--- config.mk ---
export PLATFORM = sky130hd
export DESIGN_NAME = mem_arbiter_n_flat
export DESIGN_NICKNAME = d
export VERILOG_FILES = /design/src/rtl/mem_arbiter_n_if.sv /design/src/rtl/mem_arbiter_n.sv /design/src/flat_wrapper.sv
export SDC_FILE = /design/constraint.sdc
export NUM_CORES = 1
export LEC_CHECK = 0
export ABC_AREA = 1
export BUFFER_PORTS_ARGS = -buffer_cell sky130_fd_sc_hd__buf_4
export CELL_PAD_IN_SITES_DETAIL_PLACEMENT = 0
export CELL_PAD_IN_SITES_GLOBAL_PLACEMENT = 2
export CORE_AREA = 5 5 273 275
export CTS_BUF_LIST = sky130_fd_sc_hd__clkbuf_4
export DETAILED_ROUTE_END_ITERATION = 6
export DIE_AREA = 0 0 278 280
export PLACE_DENSITY_LB_ADDON = 0.05
export SYNTH_ARGS = -nofsm -noshare
export SYNTH_HDL_FRONTEND = slang
export SYNTH_SLANG_ARGS = --single-unit
--- constraint.sdc ---
create_clock -name clk -period 2.55 [get_ports clk]
set_clock_uncertainty 0.2 [all_clocks]
set_input_delay 0.51 -clock clk [delete_from_list [all_inputs] [get_ports clk]]
set_output_delay 0.51 -clock clk [all_outputs]
set_load 0.03 [all_outputs]
--- src/rtl/mem_arbiter_n_if.sv ---
// Bundle of the signals between the L1 requesters, the arbiter and the L2 port.
//   slave  : arbiter view (takes channel requests and the L2 response, drives L2 strobes and grant info)
//   master : environment view (drives channel requests and the L2 response)
interface mem_arbiter_n_if #(
    parameter int unsigned NUM_CH  = 2,
    parameter int unsigned ADDR_W  = 16,
    parameter int unsigned BURST_W = 128
);
    localparam int unsigned ID_W = (NUM_CH > 1) ? $clog2(NUM_CH) : 1;

    logic [NUM_CH-1:0]         req_read;
    logic [NUM_CH-1:0]         req_write;
    logic [NUM_CH*ADDR_W-1:0]  req_address;
    logic [NUM_CH*BURST_W-1:0] req_wdata;
    logic [NUM_CH-1:0]         req_resp;
    logic [BURST_W-1:0]        req_rdata;
    logic [ADDR_W-1:0]         l2_address;
    logic                      l2_read;
    logic                      l2_write;
    logic [BURST_W-1:0]        l2_wdata;
    logic                      l2_resp;
    logic [BURST_W-1:0]        l2_rdata;
    logic                      grant_valid;
    logic [ID_W-1:0]           grant_id;

    modport slave (
        input  req_read, req_write, req_address, req_wdata, l2_resp, l2_rdata,
        output req_resp, req_rdata, l2_address, l2_read, l2_write, l2_wdata,
               grant_valid, grant_id
    );

    modport master (
        output req_read, req_write, req_address, req_wdata, l2_resp, l2_rdata,
        input  req_resp, req_rdata, l2_address, l2_read, l2_write, l2_wdata,
               grant_valid, grant_id
    );
endinterface

--- src/rtl/mem_arbiter_n.sv ---
// N-channel arbiter between L1 requesters and the shared L2 port.
//   clk     : system clock, rising edge
//   reset_n : asynchronous active-low reset
//   bus     : channel requests/responses, registered L2 strobes, grant visibility
module mem_arbiter_n #(
    parameter int unsigned NUM_CH  = 2,
    parameter int unsigned ADDR_W  = 16,
    parameter int unsigned BURST_W = 128,
    parameter int unsigned RR_MODE = 1
) (
    input  logic             clk,
    input  logic             reset_n,
    mem_arbiter_n_if.slave   bus
);
    localparam int unsigned ID_W = (NUM_CH > 1) ? $clog2(NUM_CH) : 1;

    typedef enum logic {IDLE, BUSY} state_t;

    state_t               r_state, w_state_nxt;
    logic [ID_W-1:0]      r_rr_ptr, w_rr_ptr_nxt;
    logic [ID_W-1:0]      r_grant_id, w_grant_id_nxt;
    logic                 r_grant_valid, w_grant_valid_nxt;
    logic                 r_l2_read, w_l2_read_nxt;
    logic                 r_l2_write, w_l2_write_nxt;
    logic [ADDR_W-1:0]    r_l2_address, w_l2_address_nxt;
    logic [BURST_W-1:0]   r_l2_wdata, w_l2_wdata_nxt;

    logic [NUM_CH-1:0]    w_req;
    logic [ID_W-1:0]      w_base;
    logic                 w_found;
    logic [ID_W-1:0]      w_winner;
    logic [ADDR_W-1:0]    w_sel_addr;
    logic [BURST_W-1:0]   w_sel_wdata;
    logic                 w_sel_rd, w_sel_wr;
    logic [NUM_CH-1:0]    w_req_resp;
    logic [BURST_W-1:0]   w_req_rdata;

    assign w_req = bus.req_read | bus.req_write;

    // Winner search: first requester at or after the base, then wrap to the low indices.
    always_comb begin
        w_found  = 1'b0;
        w_winner = '0;
        w_base   = (RR_MODE != 0) ? r_rr_ptr : '0;
        for (int unsigned i = 0; i < NUM_CH; i++) begin
            if (!w_found && w_req[i] && (ID_W'(i) >= w_base)) begin
                w_found  = 1'b1;
                w_winner = ID_W'(i);
            end
        end
        for (int unsigned i = 0; i < NUM_CH; i++) begin
            if (!w_found && w_req[i]) begin
                w_found  = 1'b1;
                w_winner = ID_W'(i);
            end
        end
    end

    // Payload mux for the selected channel.
    always_comb begin
        w_sel_addr  = '0;
        w_sel_wdata = '0;
        w_sel_rd    = 1'b0;
        w_sel_wr    = 1'b0;
        for (int unsigned i = 0; i < NUM_CH; i++) begin
            if (w_winner == ID_W'(i)) begin
                w_sel_addr  = bus.req_address[i*ADDR_W +: ADDR_W];
                w_sel_wdata = bus.req_wdata[i*BURST_W +: BURST_W];
                w_sel_rd    = bus.req_read[i];
                w_sel_wr    = bus.req_write[i];
            end
        end
    end

    // Next-state and next-register values; completion response is combinational.
    always_comb begin
        w_state_nxt       = r_state;
        w_rr_ptr_nxt      = r_rr_ptr;
        w_grant_id_nxt    = r_grant_id;
        w_grant_valid_nxt = r_grant_valid;
        w_l2_read_nxt     = r_l2_read;
        w_l2_write_nxt    = r_l2_write;
        w_l2_address_nxt  = r_l2_address;
        w_l2_wdata_nxt    = r_l2_wdata;
        w_req_resp        = '0;
        w_req_rdata       = '0;
        case (r_state)
            IDLE: begin
                if (w_found) begin
                    w_state_nxt       = BUSY;
                    w_grant_id_nxt    = w_winner;
                    w_grant_valid_nxt = 1'b1;
                    w_l2_address_nxt  = w_sel_addr;
                    w_l2_wdata_nxt    = w_sel_wdata;
                    // Write takes precedence when both request levels are set.
                    w_l2_write_nxt    = w_sel_wr;
                    w_l2_read_nxt     = w_sel_rd & ~w_sel_wr;
                end
            end
            BUSY: begin
                w_req_rdata = bus.l2_rdata;
                if (bus.l2_resp) begin
                    for (int unsigned i = 0; i < NUM_CH; i++) begin
                        if (r_grant_id == ID_W'(i)) w_req_resp[i] = 1'b1;
                    end
                    w_state_nxt       = IDLE;
                    w_grant_valid_nxt = 1'b0;
                    w_l2_read_nxt     = 1'b0;
                    w_l2_write_nxt    = 1'b0;
                    w_rr_ptr_nxt      = (r_grant_id == ID_W'(NUM_CH-1)) ? '0
                                                                         : r_grant_id + ID_W'(1);
                end
            end
            default: w_state_nxt = IDLE;
        endcase
    end

    // State and L2-side registers.
    always_ff @(posedge clk or negedge reset_n) begin
        if (!reset_n) begin
            r_state       <= IDLE;
            r_rr_ptr      <= '0;
            r_grant_id    <= '0;
            r_grant_valid <= 1'b0;
            r_l2_read     <= 1'b0;
            r_l2_write    <= 1'b0;
            r_l2_address  <= '0;
            r_l2_wdata    <= '0;
        end else begin
            r_state       <= w_state_nxt;
            r_rr_ptr      <= w_rr_ptr_nxt;
            r_grant_id    <= w_grant_id_nxt;
            r_grant_valid <= w_grant_valid_nxt;
            r_l2_read     <= w_l2_read_nxt;
            r_l2_write    <= w_l2_write_nxt;
            r_l2_address  <= w_l2_address_nxt;
            r_l2_wdata    <= w_l2_wdata_nxt;
        end
    end

    assign bus.req_resp    = w_req_resp;
    assign bus.req_rdata   = w_req_rdata;
    assign bus.l2_address  = r_l2_address;
    assign bus.l2_read     = r_l2_read;
    assign bus.l2_write    = r_l2_write;
    assign bus.l2_wdata    = r_l2_wdata;
    assign bus.grant_valid = r_grant_valid;
    assign bus.grant_id    = r_grant_id;
endmodule

--- src/flat_wrapper.sv ---
// flat-port wrapper written by rule: the top's interface ports become plain ports
module mem_arbiter_n_flat 
#(
    parameter int unsigned NUM_CH  = 2,
    parameter int unsigned ADDR_W  = 16,
    parameter int unsigned BURST_W = 128,
    parameter int unsigned RR_MODE = 1
)
  (clk, reset_n, bus_req_read, bus_req_write, bus_req_address, bus_req_wdata, bus_l2_resp, bus_l2_rdata, bus_req_resp, bus_req_rdata, bus_l2_address, bus_l2_read, bus_l2_write, bus_l2_wdata, bus_grant_valid, bus_grant_id);
  mem_arbiter_n_if #(.NUM_CH(NUM_CH), .ADDR_W(ADDR_W), .BURST_W(BURST_W)) bus_i ();
  input  logic clk;
  input  logic reset_n;
  input wire logic [$bits(bus_i.req_read)-1:0] bus_req_read;
  input wire logic [$bits(bus_i.req_write)-1:0] bus_req_write;
  input wire logic [$bits(bus_i.req_address)-1:0] bus_req_address;
  input wire logic [$bits(bus_i.req_wdata)-1:0] bus_req_wdata;
  input wire logic [$bits(bus_i.l2_resp)-1:0] bus_l2_resp;
  input wire logic [$bits(bus_i.l2_rdata)-1:0] bus_l2_rdata;
  output wire logic [$bits(bus_i.req_resp)-1:0] bus_req_resp;
  output wire logic [$bits(bus_i.req_rdata)-1:0] bus_req_rdata;
  output wire logic [$bits(bus_i.l2_address)-1:0] bus_l2_address;
  output wire logic [$bits(bus_i.l2_read)-1:0] bus_l2_read;
  output wire logic [$bits(bus_i.l2_write)-1:0] bus_l2_write;
  output wire logic [$bits(bus_i.l2_wdata)-1:0] bus_l2_wdata;
  output wire logic [$bits(bus_i.grant_valid)-1:0] bus_grant_valid;
  output wire logic [$bits(bus_i.grant_id)-1:0] bus_grant_id;
  assign bus_i.req_read = bus_req_read;
  assign bus_i.req_write = bus_req_write;
  assign bus_i.req_address = bus_req_address;
  assign bus_i.req_wdata = bus_req_wdata;
  assign bus_i.l2_resp = bus_l2_resp;
  assign bus_i.l2_rdata = bus_l2_rdata;
  assign bus_req_resp = bus_i.req_resp;
  assign bus_req_rdata = bus_i.req_rdata;
  assign bus_l2_address = bus_i.l2_address;
  assign bus_l2_read = bus_i.l2_read;
  assign bus_l2_write = bus_i.l2_write;
  assign bus_l2_wdata = bus_i.l2_wdata;
  assign bus_grant_valid = bus_i.grant_valid;
  assign bus_grant_id = bus_i.grant_id;
  mem_arbiter_n #(.NUM_CH(NUM_CH), .ADDR_W(ADDR_W), .BURST_W(BURST_W), .RR_MODE(RR_MODE)) u_core (.clk(clk), .reset_n(reset_n), .bus(bus_i));
endmodule
Word level (Yosys, flattened, before mapping)
Cells that the tools add are included.
{"block": "totals", "register_bits": 150, "in_bits": 423, "word_cells": 55}
{"block": "op_classes", "addsub": 1, "magnitude_cmp": 2, "eq_ne": 2, "muxes": 27, "bitwise": 4, "n_reduce_logical": 11}
{"cell": "128-bit 2-to-1 mux", "n": 2}
{"cell": "1-bit 2-to-1 mux", "n": 18}
{"cell": "16-bit 2-to-1 mux", "n": 1}
{"cell": "1-bit one-hot mux with 2 select lines", "n": 4}
{"cell": "2-bit AND reduction", "n": 3}
{"cell": "1-bit logical AND", "n": 5}
{"cell": "2-bit 2-to-1 mux", "n": 2}
{"cell": "1-bit zero test", "n": 3}
{"cell": "1-bit >= comparator (first input constant)", "n": 2}
{"cell": "2-bit by 1-bit inequality test with 1-bit output (second input constant)", "n": 1}
{"cell": "2-bit inequality test (second input constant)", "n": 1}
{"cell": "1-bit NOT", "n": 2}
{"cell": "2-bit bitwise OR", "n": 1}
{"cell": "1-bit adder (second input constant)", "n": 1}
{"cell": "1-bit bitwise AND", "n": 1}

Depth between registers and ports, before layout
{"block": "depth", "depth_word": 18, "depth_mapped": 8, "ltp_nobuf": 7}

Least setup slack after synthesis
OpenSTA, ideal clock, no wires.
{"block": "synth_timing", "kind": "flip-flop to output port", "startpoint": "register u_core.r_state", "endpoint": "output port bus_req_rdata[100]", "arrival_ps": 1190, "required_time_ps": 1840, "slack_ps": 650, "path_stages_with_launch": 6, "path_cell_list": "dfrtp_1 > clkbuf_1 > clkbuf_1 > buf_2 > nand2_1 > inv_1"}
{"block": "synth_between", "elab_chain_cells": 1}
{"element": "start, declared", "line_no": "mem_arbiter_n.sv:19", "rtl": "state_t r_state, w_state_nxt;"}
{"element": "start signal, assigned", "line_no": "mem_arbiter_n.sv:130", "rtl": "r_state <= w_state_nxt;"}
{"element": "128-bit 2-to-1 mux", "line_no": "mem_arbiter_n.sv:87", "rtl": "case (r_state)"}
{"element": "end, declared", "line_no": "flat_wrapper.sv:20", "rtl": "output wire logic [$bits(bus_i.req_rdata)-1:0] bus_req_rdata;"}
Every way passes these cells.

Worst setup path in the final report
{"block": "layout_timing", "startpoint": "register u_core.r_state", "endpoint": "output port bus_req_rdata[4]"}
The elaborated chain is that of the path after synthesis.

==> results.yml <==
status:
  status: "finished with violations"
  violations: "negative setup slack"
floorplan:
  io-pin-count: 701
  core_region_area_mm2: 0.07209
  die_w_um: 278
  dieArea_mm2: 0.07784
  start_util_pct: 12.91
  die_h_um: 280
  fp-row-count: 99
logic_synthesis:
  synthCells: 1392
  yosysTopAreaCellShare_pct: 40.32
  yosysTopAreaCell: "dfrtp_1"
  yosysUniqueCellTypes: 16
  synthTopCellsByArea: "dfrtp_1, nand2_1, nand3b_1"
  synth_area_mm2: 0.009310
  syn_nets: 1815
  yosysSeqAreaShare_pct: 40.32
  syn_avg_cell_area_um2: 6.688
  synth.ff_latch_count: 150
  synth_warnings: 0
critical_path:
  crit_path_start_kind: "flip-flop"
  r2r-start: "u_core.r_state"
  crit_buf_inv: 5
  startpoint: "u_core.r_state"
  worst_path_max_delay_cell: "dfrtp_4"
  path_cells: "buf_4, buf_6, clkbuf_16, nand2_1, inv_1, buf_6"
  worstSetupPathType: "reg2out"
  path_max_fanout: 4
  crit_path_end: "bus_req_rdata[4]"
  r2r_slack_ns: 0.07
  worstPathArrival_ns: 1.88
  reg2reg_depth: 7
  cpLargestDelayFamily: "buffers and inverters"
  cp.depth: 6
  end_kind: "primary output"
  cpPeakStageDelay_ns: 0.52
  crit_required_ns: 1.84
  reg2reg_to: "u_core.bus.l2_wdata[17]"
  crit_top_cell: "buf_6"
pwr:
  power_density_mw_per_mm2: 1064
  worst_ir_drop_vdd_v: 0.0003885
  p_total_mw: 21.04
  leakagePower_nw: 11.01
place:
  placedInstanceArea_mm2: 0.01569
  gp_congestion: 0.8252
  io_buffer_count: 700
  dp_hpwl_mm: 48.45
  dp_cells: 2983
  dpl_worst_slack_ns: 0.3634
sta:
  worst_pin_slew_ns: 0.5199
  finalSetupViolCount: 102
  finalCritPeriodShare_pct: 101.4
  fin_ws_ns: -0.03693
  period_needed_ns: 2.587
  whs_ns: 0.1340
  finalSetupTns_ns: -1.498
  max_freq_ghz: 0.3866
  finalHoldViolCount: 0
  rsz0062_at_grt: "true"
  slew_viol_final: 0
  maxSlewHeadroom_pct: 65.34
global_routing:
  grt_pass1_vias: 12780
  grt_use_total_pct: 15.89
  overflow: 0
  grt_antenna_before_repair: 11
  grt_max_degree: 74
  grt_pass1_wl_mm: 91.11
detailed_routing:
  drt_wl_total_mm: 67.02
  vias: 12400
  avgViaCountPerCell: 3.703
  drtAntennaViolNets: 0
  wl_per_cell_um: 20.01
  drc: 0
  dr.pass1.iters: 4
  drtIter0Drc: 438
clocking:
  root_buffer: "clkbuf_4"
  cts.htree.levels: 4
  clkTransAtPathRegs_ns: 0.16
  numCtsBuffers: 17
  tritoncts: "built"
  cts.sinks: 150
  insertion_delay_ns: 0.71
  clk_path_buf_depth: 2
cells_and_area:
  fin_util_pct: 27.42
  drive_gt1_share_pct: 34.62
  design_area_mm2: 0.01977
  area_growth_pct: 112.3
  fin_cells: 3349
  num-nets-final: 2787
run:
  maxCapViolations: 0
hold_path:
  hold_path.class: "in2async"
[routing by layer]
layer	vias up	track usage, %	wire length (um)
li1	6101	-	-
met1	5852	16.46	24260
met2	388	29.86	35990
met3	58	5.999	5039
met4	2	4.742	1720
met5	-	0	13
[synth_stat cells]
library cell / n
buf_6: 6
clkbuf_1: 16
a21oi_2: 1
buf_4: 9
a21oi_1: 1
nor2_2: 1
nor2_1: 3
nand3_1: 147
nand3b_1: 144
nand2_1: 571
o21ai_1: 1
inv_2: 2
dfrtp_1: 150
buf_2: 63
o21ai_0: 2
inv_1: 275
[final cells by class]
class	count	area, um2
Fill cell	8106	52330
Timing Repair Buffer	1046	9294
Multi-Input combinational cell	871	4086
Sequential cell	150	3757
Tap cell	959	1200
Inverter	277	1055
Clock inverter	14	196.4
Clock buffer	18	135.1
Antenna cell	13	32.53
Timing Repair inverter	1	8.758
[cells in the final DEF (no fill, tap or decap)]
cell and count:
a21oi_1 1, a21oi_4 1, buf_12 13, buf_16 4, buf_4 631, buf_6 96, buf_8 2, bufinv_16 4
clkbuf_16 5, clkbuf_4 19, clkinv_1 1, clkinv_2 1, clkinv_4 2, clkinv_8 1, clkinvlp_4 2, dfrtp_1 149
dfrtp_4 1, diode_2 13, dlygate4sd3_1 294, inv_1 257, inv_2 18, inv_4 1, inv_6 5, nand2_1 557
nand2_2 12, nand2_4 1, nand2_8 1, nand3_1 147, nand3b_1 144, nor2_1 2, nor2_2 1, nor2_4 1
o21ai_0 2, o21ai_4 1
[sequential cells by signal, summed over array words and instances (netlist names)]
signal	cells
u_core.bus.l2_address	16
u_core.bus.grant_id	1
u_core.bus.l2_wdata	128
u_core.r_state	1
u_core.bus.l2_write	1
u_core.bus.l2_read	1
u_core.bus.grant_valid	1
u_core.r_rr_ptr	1
[how the worst min path moves through the flow]
stage	startpoint	endpoint	slack, ns	depth (start not counted)
floorplan	reset_n	u_core.bus.grant_id	0.01	0
CTS	reset_n	u_core.bus.l2_wdata[93]	0.01	3
global route	reset_n	u_core.bus.l2_wdata[90]	0.05	3
detailed placement	reset_n	u_core.bus.l2_wdata[100]	0.14	1
global placement	reset_n	u_core.bus.l2_wdata[100]	0.14	1
finish	reset_n	u_core.bus.l2_wdata[95]	0.13	3
[worst reg2reg max path: cells and delay by family, from the launching register on]
| kind | cells | cell delay, ns |
|---|---|---|
| flip-flops | 1 | 0.52 |
| AND/OR/NAND/NOR | 2 | 0.20 |
| buffers and inverters | 4 | 1.21 |
| AO/OA/AOI/OAI | 1 | 0.30 |
[repair_timing]
action | CTS | global route
hold buffers | 294 | 0
endpoints found under the hold margin | 299 | 0
gates resized for setup | 76 | 62
buffers inserted | 5 | 14
setup endpoints to repair | 130 | 161
gates cloned | 1 | 7
[logic make-up (layout without fill, tap and decap cells)]
family	Yosys count	count (layout)	synth area share, %
simple gates	866	866	42.72
buf+inv	371	1356	16.65
flops	150	150	40.32
compound gates	5	5	0.3090
other cells	0	13	0
[power breakdown]
part | leakage, nW | switching (mW) | internal, mW
clock | 0.172 | 1.14 | 0.798
sequential | 1.81 | 0.728 | 3.59
combinational | 9.04 | 9.22 | 5.56
total | 11.0 | 11.1 | 9.95
Note: power is estimated with default switching activity, not from simulation.
